### src/rtl/vga_fb_write_arbiter.sv
// vga_fb_write_arbiter: sole owner of the 80x60 framebuffer write port.
// CPU pixel stores are queued in a small FIFO and have strict priority over
// a hardware rectangle-fill engine. Every write is a single-cycle FB_WE
// pulse, and consecutive pulses are at least WR_SPACING cycles apart.
module vga_fb_write_arbiter #(
  parameter int          FIFO_DEPTH    = 4,
  parameter int          WR_SPACING    = 2,
  parameter logic [31:0] VGA_ADDR_AD   = 32'h11100000,
  parameter logic [31:0] VGA_COLOR_AD  = 32'h11140000,
  parameter logic [31:0] VGA_READ_AD   = 32'h11040000,
  parameter logic [31:0] FILL_COLOR_AD = 32'h11180000,
  parameter logic [31:0] FILL_RECT_AD  = 32'h11180004,
  parameter logic [31:0] STATUS_AD     = 32'h11180008
) (
  input  logic        CLK,
  input  logic        RESET,
  input  logic [31:0] IOBUS_ADDR,
  input  logic [31:0] IOBUS_OUT,
  input  logic        IOBUS_WR,
  output logic [31:0] IOBUS_IN,
  output logic [12:0] FB_WA,
  output logic [7:0]  FB_WD,
  output logic        FB_WE,
  input  logic [7:0]  FB_RD
);

  localparam int PW  = $clog2(FIFO_DEPTH);
  localparam int CW  = PW + 1;
  localparam int SCW = (WR_SPACING > 1) ? $clog2(WR_SPACING) : 1;

  typedef struct packed {
    logic [12:0] addr;
    logic [7:0]  data;
  } wr_ent_t;

  typedef enum logic {S_IDLE, S_RUN} fill_st_t;

  // ---------------- registers ----------------
  logic [12:0]    r_cursor;
  logic [7:0]     r_fill_color;
  wr_ent_t        r_fifo [FIFO_DEPTH];
  logic [PW-1:0]  r_rd_ptr, r_wr_ptr;
  logic [CW-1:0]  r_count;
  logic [SCW-1:0] r_space_cnt;
  fill_st_t       r_state, w_state_nxt;
  logic [6:0]     r_fx, r_x0, r_x1;
  logic [5:0]     r_fy, r_y1;
  logic [7:0]     r_fill_wd;
  logic           r_ovf, r_rect_err;
  logic           r_fb_we;
  logic [12:0]    r_fb_wa;
  logic [7:0]     r_fb_wd;

  // ---------------- bus decode ----------------
  logic w_wr_addr, w_wr_color, w_wr_fcol, w_wr_rect, w_wr_status;
  assign w_wr_addr   = IOBUS_WR && (IOBUS_ADDR == VGA_ADDR_AD);
  assign w_wr_color  = IOBUS_WR && (IOBUS_ADDR == VGA_COLOR_AD);
  assign w_wr_fcol   = IOBUS_WR && (IOBUS_ADDR == FILL_COLOR_AD);
  assign w_wr_rect   = IOBUS_WR && (IOBUS_ADDR == FILL_RECT_AD);
  assign w_wr_status = IOBUS_WR && (IOBUS_ADDR == STATUS_AD);

  // ---------------- arbitration ----------------
  logic    w_ready, w_fifo_empty, w_fifo_full;
  logic    w_grant_cpu, w_grant_fill, w_push, w_drop;
  wr_ent_t w_head;
  assign w_ready      = (r_space_cnt == '0);
  assign w_fifo_empty = (r_count == '0);
  assign w_fifo_full  = (r_count == CW'(FIFO_DEPTH));
  assign w_head       = r_fifo[r_rd_ptr];
  assign w_grant_cpu  = w_ready && !w_fifo_empty;
  assign w_grant_fill = w_ready && w_fifo_empty && (r_state == S_RUN);
  // a store into a full FIFO survives only if the head leaves this cycle
  assign w_push       = w_wr_color && (!w_fifo_full || w_grant_cpu);
  assign w_drop       = w_wr_color && w_fifo_full && !w_grant_cpu;

  // ---------------- rectangle command decode ----------------
  logic [6:0] w_rx0, w_rx1_raw, w_rx1;
  logic [5:0] w_ry0, w_ry1_raw, w_ry1;
  logic       w_rect_bad, w_start, w_busy_hit, w_rect_err_set, w_fill_last;
  assign w_rx0          = IOBUS_OUT[6:0];
  assign w_ry0          = IOBUS_OUT[13:8];
  assign w_rx1_raw      = IOBUS_OUT[22:16];
  assign w_ry1_raw      = IOBUS_OUT[29:24];
  assign w_rx1          = (w_rx1_raw > 7'd79) ? 7'd79 : w_rx1_raw;
  assign w_ry1          = (w_ry1_raw > 6'd59) ? 6'd59 : w_ry1_raw;
  assign w_rect_bad     = (w_rx0 > w_rx1) || (w_ry0 > w_ry1);
  assign w_start        = w_wr_rect && (r_state == S_IDLE) && !w_rect_bad;
  assign w_busy_hit     = w_wr_rect && (r_state == S_RUN);
  assign w_rect_err_set = w_wr_rect && (r_state == S_IDLE) && w_rect_bad;
  assign w_fill_last    = (r_fx == r_x1) && (r_fy == r_y1);

  // Fill FSM state register
  always_ff @(posedge CLK) begin
    if (RESET) r_state <= S_IDLE;
    else       r_state <= w_state_nxt;
  end

  // Fill FSM next state: leave RUN once the last pixel is granted
  always_comb begin
    w_state_nxt = r_state;
    case (r_state)
      S_IDLE: if (w_start) w_state_nxt = S_RUN;
      S_RUN:  if (w_grant_fill && w_fill_last) w_state_nxt = S_IDLE;
      default: w_state_nxt = S_IDLE;
    endcase
  end

  // Fill pixel pointer: row-major walk, colour latched at start
  always_ff @(posedge CLK) begin
    if (RESET) begin
      r_fx      <= '0;
      r_fy      <= '0;
      r_x0      <= '0;
      r_x1      <= '0;
      r_y1      <= '0;
      r_fill_wd <= '0;
    end else if (w_start) begin
      r_fx      <= w_rx0;
      r_fy      <= w_ry0;
      r_x0      <= w_rx0;
      r_x1      <= w_rx1;
      r_y1      <= w_ry1;
      r_fill_wd <= r_fill_color;
    end else if (w_grant_fill && !w_fill_last) begin
      if (r_fx == r_x1) begin
        r_fx <= r_x0;
        r_fy <= r_fy + 6'd1;
      end else begin
        r_fx <= r_fx + 7'd1;
      end
    end
  end

  // FIFO storage (no reset needed: validity tracked by r_count)
  always_ff @(posedge CLK) begin
    if (w_push) r_fifo[r_wr_ptr] <= '{addr: r_cursor, data: IOBUS_OUT[7:0]};
  end

  // FIFO pointers and occupancy
  always_ff @(posedge CLK) begin
    if (RESET) begin
      r_rd_ptr <= '0;
      r_wr_ptr <= '0;
      r_count  <= '0;
    end else begin
      if (w_push)      r_wr_ptr <= r_wr_ptr + 1'b1;
      if (w_grant_cpu) r_rd_ptr <= r_rd_ptr + 1'b1;
      case ({w_push, w_grant_cpu})
        2'b10:   r_count <= r_count + 1'b1;
        2'b01:   r_count <= r_count - 1'b1;
        default: r_count <= r_count;
      endcase
    end
  end

  // Spacing counter: after a grant, block the next WR_SPACING-1 cycles
  always_ff @(posedge CLK) begin
    if (RESET)                               r_space_cnt <= '0;
    else if (w_grant_cpu || w_grant_fill)    r_space_cnt <= SCW'(WR_SPACING - 1);
    else if (r_space_cnt != '0)              r_space_cnt <= r_space_cnt - 1'b1;
  end

  // Write port: one-cycle strobe; address parks on the cursor when idle
  always_ff @(posedge CLK) begin
    if (RESET) begin
      r_fb_we <= 1'b0;
      r_fb_wa <= '0;
      r_fb_wd <= '0;
    end else begin
      r_fb_we <= w_grant_cpu || w_grant_fill;
      if (w_grant_cpu) begin
        r_fb_wa <= w_head.addr;
        r_fb_wd <= w_head.data;
      end else if (w_grant_fill) begin
        r_fb_wa <= {r_fy, r_fx};
        r_fb_wd <= r_fill_wd;
      end else begin
        r_fb_wa <= r_cursor;
      end
    end
  end

  // Cursor and fill-colour registers
  always_ff @(posedge CLK) begin
    if (RESET) begin
      r_cursor     <= '0;
      r_fill_color <= '0;
    end else begin
      if (w_wr_addr) r_cursor     <= IOBUS_OUT[12:0];
      if (w_wr_fcol) r_fill_color <= IOBUS_OUT[7:0];
    end
  end

  // Sticky status bits: set events take precedence over a clear
  always_ff @(posedge CLK) begin
    if (RESET) begin
      r_ovf      <= 1'b0;
      r_rect_err <= 1'b0;
    end else begin
      if (w_drop || w_busy_hit) r_ovf <= 1'b1;
      else if (w_wr_status)     r_ovf <= 1'b0;
      if (w_rect_err_set)       r_rect_err <= 1'b1;
      else if (w_start)         r_rect_err <= 1'b0;
      else if (w_wr_status)     r_rect_err <= 1'b0;
    end
  end

  // Bus readback: zero outside own addresses so the wrapper can OR sources
  always_comb begin
    IOBUS_IN = '0;
    if (IOBUS_ADDR == STATUS_AD) begin
      IOBUS_IN[0]    = (r_state == S_RUN);
      IOBUS_IN[1]    = w_fifo_full;
      IOBUS_IN[2]    = w_fifo_empty;
      IOBUS_IN[3]    = r_rect_err;
      IOBUS_IN[4]    = r_ovf;
      IOBUS_IN[10:8] = 3'(r_count);
    end else if (IOBUS_ADDR == VGA_READ_AD) begin
      IOBUS_IN[7:0] = FB_RD;
    end
  end

  assign FB_WE = r_fb_we;
  assign FB_WA = r_fb_wa;
  assign FB_WD = r_fb_wd;

endmodule

### config.mk
export PLATFORM = sky130hd
export DESIGN_NAME = vga_fb_write_arbiter
export DESIGN_NICKNAME = d
export VERILOG_FILES = /design/src/rtl/vga_fb_write_arbiter.sv
export SDC_FILE = /design/constraint.sdc
export NUM_CORES = 1
export LEC_CHECK = 0
export BUFFER_PORTS_ARGS = -buffer_cell sky130_fd_sc_hd__buf_2
export CAP_MARGIN = 20
export CELL_PAD_IN_SITES_DETAIL_PLACEMENT = 0
export CELL_PAD_IN_SITES_GLOBAL_PLACEMENT = 1
export CORE_MARGIN = 5
export CORE_UTILIZATION = 40
export CTS_CLUSTER_SIZE = 28
export DETAILED_ROUTE_END_ITERATION = 6
export PLACE_DENSITY = 0.81
export SLEW_MARGIN = 25
export SYNTH_ARGS = -nofsm -noshare
export SYNTH_HDL_FRONTEND = slang
export SYNTH_SLANG_ARGS = --single-unit
export TNS_END_PERCENT = 1
### constraint.sdc
create_clock -name CLK -period 3.8 [get_ports CLK]
set_input_delay 0 -clock CLK [delete_from_list [all_inputs] [get_ports CLK]]
set_output_delay 0 -clock CLK [all_outputs]
set_load 0.005 [all_outputs]
# Yosys cells after proc, flatten, opt, wreduce, memory -nomap -nowiden
# Memories as Yosys holds them, arrays and structs flattened. A register that Yosys moved wholly into a read port is not among the register bits.
# Index checks and enable logic that the tools add are counted.
[word_totals] regBits=95 ram_bits=84 inputBits=75 output_inout_bits=54 word_cells=108 n_memories=1
[op_classes] add_sub_neg=7 order_cmp=4 n_eq_ne=11 n_mux=30 bitwise=2 reduce_logical=35
[mem_list] name="r_fifo" depth=4 word_bits=21 rd=1 rd_ports_with_merged_regs=1 write_ports=1 line="41" source="wr_ent_t r_fifo [FIFO_DEPTH];"
[ops] op="== test 32 x 29 -> 1 bit, second input constant" n=6
[ops] op="two-way mux 7 bit" n=4
[ops] op="two-way mux 13 bit" n=2
[ops] op="two-way mux 6 bit" n=4
[ops] op="two-way mux 8 bit" n=3
[ops] op="logical AND 1 bit" n=18
[ops] op="two-way mux 1 bit" n=10
[ops] op="nonzero test 2 bit" n=5
[ops] op="adder 7 x 1 -> 7 bit, second input constant" n=1
[ops] op="== test 7 bit" n=1
[ops] op="> comparator 7 bit" n=1
[ops] op="> comparator 7 bit, second input constant" n=1
[ops] op="adder 6 x 1 -> 6 bit, second input constant" n=1
[ops] op="== test 6 bit" n=1
[ops] op="> comparator 6 bit" n=1
[ops] op="> comparator 6 bit, second input constant" n=1
[ops] op="two-way mux 3 bit" n=2
[ops] op="one-hot mux 3 bit (2 select lines)" n=1
[ops] op="zero test 1 bit" n=5
[ops] op="two-way mux 5 bit" n=1
[ops] op="adder 2 x 1 -> 2 bit, second input constant" n=2
[ops] op="logical OR 1 bit" n=4
[ops] op="two-way mux 2 bit" n=2
[ops] op="adder 3 x 1 -> 3 bit, second input constant" n=1
[ops] op="other kinds (10)" n=11

# Logic depth before layout (Yosys ltp)
# Gate-level depths: netlist of the first run.
[depth] word_depth=8 ltp_mapped=12 mapped_depth_nobuf=11

# Least setup slack after synthesis of the first run
# No wires, ideal clock.
[synth_timing] path_kind="reg-to-reg" start="reg r_count[0]" end="reg r_count[2]" setup_time_ns=0.070 t_arrival_ns=2.297 path_slack_ns=1.432 stages_incl_launch_ff=12 n_path_buf=2 synth_period_minus_slack_ns=2.368 cell_sequence="dfxtp_1 > nor3_2 > or2_2 > buf_2 > inv_1 > buf_2 > ha_1 > inv_1 > fa_1 > xor2_1 > or3_1 > a21oi_1"
[synth_between] elab_chain_cells=7
[synth_lines] item="start: declaration" line="43" source="logic [CW-1:0] r_count;"
[synth_lines] item="start signal: assignment" line="149" source="2'b10: r_count <= r_count + 1'b1;"
[synth_lines] item="start signal: assignment" line="150" source="2'b01: r_count <= r_count - 1'b1;"
[synth_lines] item="start signal: assignment" line="151" source="default: r_count <= r_count;"
[synth_lines] item="zero test 3 bit (*)" line="67" source="assign w_fifo_empty = (r_count == '0);"
[synth_lines] item="zero test 1 bit (*)" line="70" source="assign w_grant_cpu = w_ready && !w_fifo_empty;"
[synth_lines] item="logical AND 1 bit (*)" line="70"
[synth_lines] item="net w_grant_cpu" line="64" source="logic w_grant_cpu, w_grant_fill, w_push, w_drop;"
[synth_lines] item="logical OR 1 bit" line="73" source="assign w_push = w_wr_color && (!w_fifo_full || w_grant_cpu);"
[synth_lines] item="logical AND 1 bit" line="73"
[synth_lines] item="== test 2 x 1 -> 1 bit or == test 2 bit (tied branches)" line="148" source="case ({w_push, w_grant_cpu})"
[synth_lines] item="one-hot mux 3 bit (2 select lines) or nonzero test 2 bit (tied branches)"
# The timed path passes the listed nets; every way through them passes the cells marked *.
# A chain may end at the register's enable or synchronous reset.

# Final worst setup path of the first run
[layout_timing] start="reg r_count[0]" end="reg r_count[2]"
[layout_between] elab_chain_cells=7
[layout_lines] item="zero test 3 bit" line="67"
[layout_lines] item="zero test 1 bit" line="70"
[layout_lines] item="logical AND 1 bit" line="70"
[layout_lines] item="logical OR 1 bit" line="73"
[layout_lines] item="logical AND 1 bit" line="73"
[layout_lines] item="== test 2 x 1 -> 1 bit or == test 2 bit (tied branches)" line="148"
[layout_lines] item="one-hot mux 3 bit (2 select lines) or nonzero test 2 bit (tied branches)"
# Several ways; a longest one is shown, not always the timed one.

==> impl_metrics.yaml, run 1 <==
status:
  status: "finished, final reports clean"
synthesis:
  postSynth.topFlopCell: "sky130_fd_sc_hd__dfxtp_1"
  commonest_cells_post_synth: "sky130_fd_sc_hd__nand2_1, sky130_fd_sc_hd__dfxtp_1, sky130_fd_sc_hd__edfxtp_1"
  synth_area_mm2: 0.007986
  yosys_register_bits: 180
  yosysSeqAreaShare_pct: 55.65
  synth.most_common_cell: "sky130_fd_sc_hd__nand2_1"
  synth_edf_count: 84
  synthDominantAreaCellType: "sky130_fd_sc_hd__edfxtp_1"
  synth_cell_type_count: 54
  synthArstFlopShare_pct: 0
  yosys_warnings: 0
  syn_inst: 701
  synth_area_per_cell_um2: 11.39
  synth_top_cells_by_area: "sky130_fd_sc_hd__edfxtp_1, sky130_fd_sc_hd__dfxtp_1, sky130_fd_sc_hd__mux4_2, sky130_fd_sc_hd__nand2_1, sky130_fd_sc_hd__nor2_1"
  synth_top_cell_area_share_pct: 31.58
layout:
  share_of_cells_above_drive_strength_1_pct: 21.64
  final_area_mm2: 0.009484
  area_growth_pct: 18.75
  antennaDiodeCount: 0
  final-instance-count-excl-fill: 1106
  finalNetCount: 923
run:
  count_of_max_cap_constraint_violations: 0
critical_path:
  crit_path_end_kind: "flop"
  worstSetupPathType: "reg -> reg"
  worstPathCellList: "nor3_2, or2_2, inv_1, ha_1, inv_1, fa_1, xor2_1, or3_1, a21oi_1"
  critical_path.most_common_cell: "sky130_fd_sc_hd__inv_1"
  worst_path_largest_cell_delay_ps: 510
  critical_path_peak_fanout: 27
  slowest_stage: "sky130_fd_sc_hd__or2_2"
  worstPathArrival_ps: 3190
  critPathRequiredTime_ps: 4160
  worstSetupStartpointType: "flop"
timing:
  timing.fmax_ghz: 0.3523
  timing.clock.skew_ps: 13.17
  number_of_setup_violations_in_the_final_report: 0
  min_period_ps: 2838
  grt_setup_unrepaired: "no"
  finalHoldViolations: 0
  final_critical_path_setup_slack_ps: 961.6
  timing_worst_slew_pin_value_ps: 941.0
  final_min_period_over_clock_period_pct: 74.69
  drv_slew: 0
  summed_negative_setup_slack_over_all_endpoints_ps: 0
  maxSlewHeadroom_pct: 36.85
placed_design:
  gp_routability_congestion: 0.7957
  dpl_worst_slack_ps: 879.6
  port_buffers: 102
  placed_cells_incl_taps: 1044
  placedInstanceArea_mm2: 0.008663
  dp_hpwl_um: 12670
drt:
  drt_drc_violations_left: 0
  drt-wirelength-per-cell_um: 17.00
  route.final.wire_length_um: 18800
  drt-initial-drc-count: 358
  drt-met1-wl_um: 8326
  drt_first_pass_iters: 5
  route.met3.wl_um: 1235
  route.met2.wl_um: 9065
  route.top_layer_used: "met4"
  drtAntennaViolNets: 0
  vias: 5580
  route.detailed.vias_per_inst: 5.045
cts:
  worstSkewPairLatency_ps: 430
  tritoncts_num_sinks: 180
  cts_inserted_buffers: 17
  htreeDepth: 4
  clkTransAtPathRegs_ps: 70
  cts_resized: 0
  cts_max_path_buffers: 2
  cts_root_buffer: "sky130_fd_sc_hd__clkbuf_16"
  cts_tree: "yes"
floorplan:
  start_util_pct: 40.77
  die_area_mm2: 0.02289
  design.core.area_mm2: 0.01959
  core.rowCount: 51
  die_h_um: 151.3
  die-width_um: 151.3
  design.portCount: 129
global_route:
  grt_overflow_total: 0
  initial_antenna_violation_count: 0
  via_count_of_the_first_global_routing_pass: 5364
  pin_count_of_the_biggest_net_entering_global_routing: 53
  grt_first_pass_wirelength_um: 29040
  grt_use_total_pct: 16.68
power_and_ir_drop:
  power_density_mw_per_mm2: 395.0
  vdd.ir_drop.worst_mv: 0.3428
  post-layout-total-power_w: 0.003746
  p_leak_nw: 3.362
worst_hold_path:
  worst_hold_path_type: "in -> reg"
==> worst max-delay path: cells and delay by family, from the launching register on <==
family | cells | cell delay [ps]
AOI/OAI and AO/OA | 1 | 140
adders and majority gates | 2 | 630
and+or+nand+nor | 3 | 920
buffers and inverters | 2 | 500
DFF | 1 | 420
xor gates and xnor gates | 1 | 160
==> sequential cells by signal, indices dropped and copies added, names as in the netlist, 2 cells and up, named ones only <==
signal / count
r_fifo: 84
FB_WA: 13
r_fill_color: 8
r_fill_wd: 8
r_count: 3
r_fy: 6
r_fx: 7
r_wr_ptr: 2
r_y1: 6
r_x1: 7
r_x0: 7
r_cursor: 13
FB_WD: 8
r_rd_ptr: 2
==> cells in the final DEF, fill, tap and decap left out, types with 19 or more instances in the layout <==
cell type	count
sky130_fd_sc_hd__conb_1	21
sky130_fd_sc_hd__dfxtp_1	96
sky130_fd_sc_hd__nor2_1	68
sky130_fd_sc_hd__nand2_1	98
sky130_fd_sc_hd__nand3_1	21
sky130_fd_sc_hd__edfxtp_1	84
sky130_fd_sc_hd__buf_2	102
sky130_fd_sc_hd__mux4_2	21
sky130_fd_sc_hd__a21oi_1	43
sky130_fd_sc_hd__dlygate4sd3_1	30
sky130_fd_sc_hd__mux2i_1	21
sky130_fd_sc_hd__ha_1	19
==> cell families after synthesis <==
kind of cell | after synthesis | synth area share [%]
simple gates | 247 | 14.65
flops | 180 | 55.65
compound gates | 106 | 9.447
buf+inv | 76 | 5.217
mux | 42 | 8.554
xor+xnor | 28 | 3.071
fa+ha+maj | 21 | 3.368
other cells | 1 | 0.04695
==> final timing paths <==
kind	start	endpoint	slack (ps)	cells past startpoint
worst max-delay path	r_count[0]$_SDFFE_PP0P_	r_count[2]$_SDFFE_PP0P_	960	9
worst min-delay path	IOBUS_ADDR[2]	r_ovf$_SDFFE_PP0P_	10	3
worst max register to register	r_count[0]$_SDFFE_PP0P_	r_count[2]$_SDFFE_PP0P_	960	9
worst min register to register	r_x0[1]$_SDFFE_PP0P_	r_x0[1]$_SDFFE_PP0P_	450	2
==> per-stage QoR <==
stage | hold slack, ps | util, %
after floorplan | 98.87 | -
after global placement | 266.9 | 44.22
after detailed placement | 273.0 | 44.22
after CTS | 5.100 | 48.41
after global routing | 33.48 | 48.41
final | 14.47 | 48.41
==> per-layer routing <==
metal,up-vias,GRT usage [%]
li1,2739,-
met1,2667,22.41
met2,159,27.23
met3,15,4.159
met4,0,3.944
met5,-,0
==> where the power goes <==
part               switching (W)  leakage [nW]  internal [W]  total (W)
Sequential     0.000000000000682          1.42       0.00201    0.00201
Combinational          0.0000858          1.69     0.0000705   0.000156
Clock                   0.000731         0.258      0.000844    0.00158
==> area by class of cell <==
class                           count  area (um^2)
Fill cell                        1799        10110
Sequential cell                   180         4444
Clock buffer                       22        444.2
Tap cell                          265        331.6
Inverter                           17        63.81
Multi-Input combinational cell    465         3201
Timing Repair Buffer              147        923.4
Clock inverter                     10        76.32
==> repair_timing <==
item,4_1_cts,5_1_grt
buffers inserted,0,0
hold buffers,30,0
hold endpoints to repair,84,0
(Power assumes the default switching activity.)
==> inputs of run 2 (changes only) <==
==> constraint.sdc (replaced) <==
create_clock -name CLK -period 2.86 [get_ports CLK]
set_input_delay 0 -clock CLK [delete_from_list [all_inputs] [get_ports CLK]]
set_output_delay 0 -clock CLK [all_outputs]
set_load 0.005 [all_outputs]
==> run 2 against run 1 <==
Sequential share of layout area fell by 0.89 points. Critical path depth up 3. Cell count grew 0.81%. Utilization up 0.94 points. Highest routed layer unchanged. Sequential power rose by 33%. Count of clock-buffer cells in the layout down 3. Largest power group unchanged. Combinational power increased by 35%. Hold slack improved by 11 ps. Register-to-register slack lost 370 ps. Critical path type is now in -> reg. Design area rose by 1.9%. Largest cell class unchanged. Flip-flop and latch count stayed put.
==> impl_metrics.yaml, run 2 (same netlist as run 1, synthesis figures left out) <==
layout:
  finalNetCount: 932
  area_growth_pct: 21.06
  regMostFlops: "r_fifo"
  share_of_cells_above_drive_strength_1_pct: 23.06
  layout.cells.most_common_list: "sky130_fd_sc_hd__buf_2, sky130_fd_sc_hd__nand2_1, sky130_fd_sc_hd__dfxtp_1"
  layout.cells.most_common: "sky130_fd_sc_hd__buf_2"
  antennaDiodeCount: 0
  largest_register_ffs: 84
floorplan:
  core.rowCount: 51
  start_util_pct: 40.77
  design.portCount: 129
  die_area_mm2: 0.02289
  die-width_um: 151.3
  design.core.area_mm2: 0.01959
  die_h_um: 151.3
placed_design:
  gp_routability_congestion: 0.7883
  dp_hpwl_um: 12790
  port_buffers: 102
cts:
  cts_tree: "yes"
  cts_inserted_buffers: 17
  hold_buffers: 29
  worstSkewPairLatency_ps: 430
  post_cts_setup_repair_buffer_count: 0
  cts_resized: 0
  cts_max_path_buffers: 2
  cts_root_buffer: "sky130_fd_sc_hd__clkbuf_16"
  htreeDepth: 4
  clkTransAtPathRegs_ps: 70
  tritoncts_num_sinks: 180
drt:
  drtAntennaViolNets: 0
  drt_first_pass_iters: 5
  drt-wirelength-per-cell_um: 16.88
  route.detailed.vias_per_inst: 5.060
  route.final.wire_length_um: 18820
  drt_drc_violations_left: 0
  vias: 5642
  drt-initial-drc-count: 373
timing:
  timing.fmax_ghz: 0.4152
  drv_slew: 0
  final_min_period_over_clock_period_pct: 84.22
  finalHoldViolations: 0
  timing.clock.skew_ps: 9.936
  min_period_ps: 2409
  timing_worst_slew_pin_value_ps: 740.8
  grt_setup_unrepaired: "no"
  maxSlewHeadroom_pct: 50.43
  number_of_setup_violations_in_the_final_report: 0
  summed_negative_setup_slack_over_all_endpoints_ps: 0
critical_path:
  r2r_slack_ps: 590
  rr_startpoint: "r_count[0]$_SDFFE_PP0P_"
  worstSetupPathType: "in -> reg"
  slowest_stage: "sky130_fd_sc_hd__dlygate4sd3_1"
  r2r_cells: 10
  worstSetupStartpointType: "input pin"
  crit_path_end_kind: "flop"
  r2r-end: "r_count[2]$_SDFFE_PP0P_"
  cp-startpoint: "IOBUS_OUT[21]"
  worstPathCellList: "dlygate4sd3_1, buf_2, o21a_1, or2_2, ha_1, nand2_1, o21ai_0, maj3_2, o2111ai_4, buf_12, nand3_1, a31oi_1"
  critPathRequiredTime_ps: 3210
  critical_path_peak_fanout: 43
  worstPathArrival_ps: 2760
  critPathTopFamily: "buffers and inverters"
  worst-path-buf-inv: 3
  worst_path_largest_cell_delay_ps: 530
worst_hold_path:
  hold_path.startpoint: "IOBUS_ADDR[20]"
  worst_hold_path_type: "in -> reg"
  hold_end: "r_cursor[0]$_SDFFE_PP0P_"
  worstHoldPathCells: 5
global_route:
  pin_count_of_the_biggest_net_entering_global_routing: 53
  grt_first_pass_wirelength_um: 29370
  grt_overflow_total: 0
  initial_antenna_violation_count: 0
  via_count_of_the_first_global_routing_pass: 5466
  grt_use_total_pct: 16.96
power_and_ir_drop:
  power_density_mw_per_mm2: 544.5
  vdd.ir_drop.worst_mv: 0.3675
  p_leak_nw: 3.463
  post-layout-total-power_w: 0.005264
status:
  status: "finished, final reports clean"
run:
  count_of_max_cap_constraint_violations: 0
run 2: cell types whose count changed in the layout (fill, tap and decap cells not counted), sizes merged:
| cell | previous run | this run |
|---|---|---|
| buf | 117 | 127 |
| dlygate4sd3 | 30 | 29 |
| bufinv | 0 | 2 |
| clkinv | 6 | 9 |
| clkbuf | 22 | 19 |
| inv | 21 | 19 |
run 2: layer usage:
layer / part of all wire [%] / global-route usage [%] / routed length, um
met5: 0 / 0 / 0
met4: 1.1 / 4.896 / 208
met3: 5.3 / 3.321 / 1002
met2: 47 / 27.07 / 8869
met1: 46 / 23.54 / 8739
run 2: metrics by stage:
stage	worst slack, ps	util, %	hold slack [ps]	area (um^2)	std cells
6_report	451.3	49.35	25.35	9668	1115
5_1_grt	325.6	49.35	33.44	9668	1115
4_1_cts	448.3	49.35	17.91	9668	1115
3_5_place_dp	319.7	44.73	271.8	8763	1054
3_3_place_gp	361.9	44.73	267.5	8763	1054
2_1_floorplan	492.4	-	98.87	8061	721
run 2: power by group:
group          internal [W]      switching (W)  total [W]
registers           0.00268  0.000000000000875    0.00268
logic             0.0000947           0.000115   0.000210
clock network       0.00138            0.00100    0.00238
total               0.00415            0.00112    0.00526
run 2: how the worst max path moves through the flow:
stage | endpoint | slack (ps) | cells after the start
after floorplan | r_count[2]$_SDFFE_PP0P_ | 490 | 11
after global placement | r_count[2]$_SDFFE_PP0P_ | 360 | 12
after detailed placement | r_count[2]$_SDFFE_PP0P_ | 320 | 12
after CTS | r_fx[0]$_SDFFE_PP0P_ | 450 | 12
after global routing | r_fx[0]$_SDFFE_PP0P_ | 330 | 12
final | r_fx[0]$_SDFFE_PP0P_ | 450 | 12
run 2: layout make-up:
type / instances / area [um^2]
fillers: 1802 / 9922
flip-flops and latches: 180 / 4444
multi-input cells: 465 / 3201
repair buffers: 156 / 1013
clock buffers: 19 / 464.2
well taps: 265 / 331.6
clock inverters: 13 / 150.1
inverters: 17 / 63.81
run 2: worst register-to-register path, cell delays in order (launching register included):
cell                      delay, ps
sky130_fd_sc_hd__dfxtp_1        350
sky130_fd_sc_hd__nor2_1         180
sky130_fd_sc_hd__nand3_1        130
sky130_fd_sc_hd__and3_1         270
sky130_fd_sc_hd__inv_1           90
sky130_fd_sc_hd__ha_1           170
sky130_fd_sc_hd__inv_1           60
sky130_fd_sc_hd__fa_1           370
sky130_fd_sc_hd__xor2_1         150
sky130_fd_sc_hd__or3_1          300
sky130_fd_sc_hd__a21oi_1        140
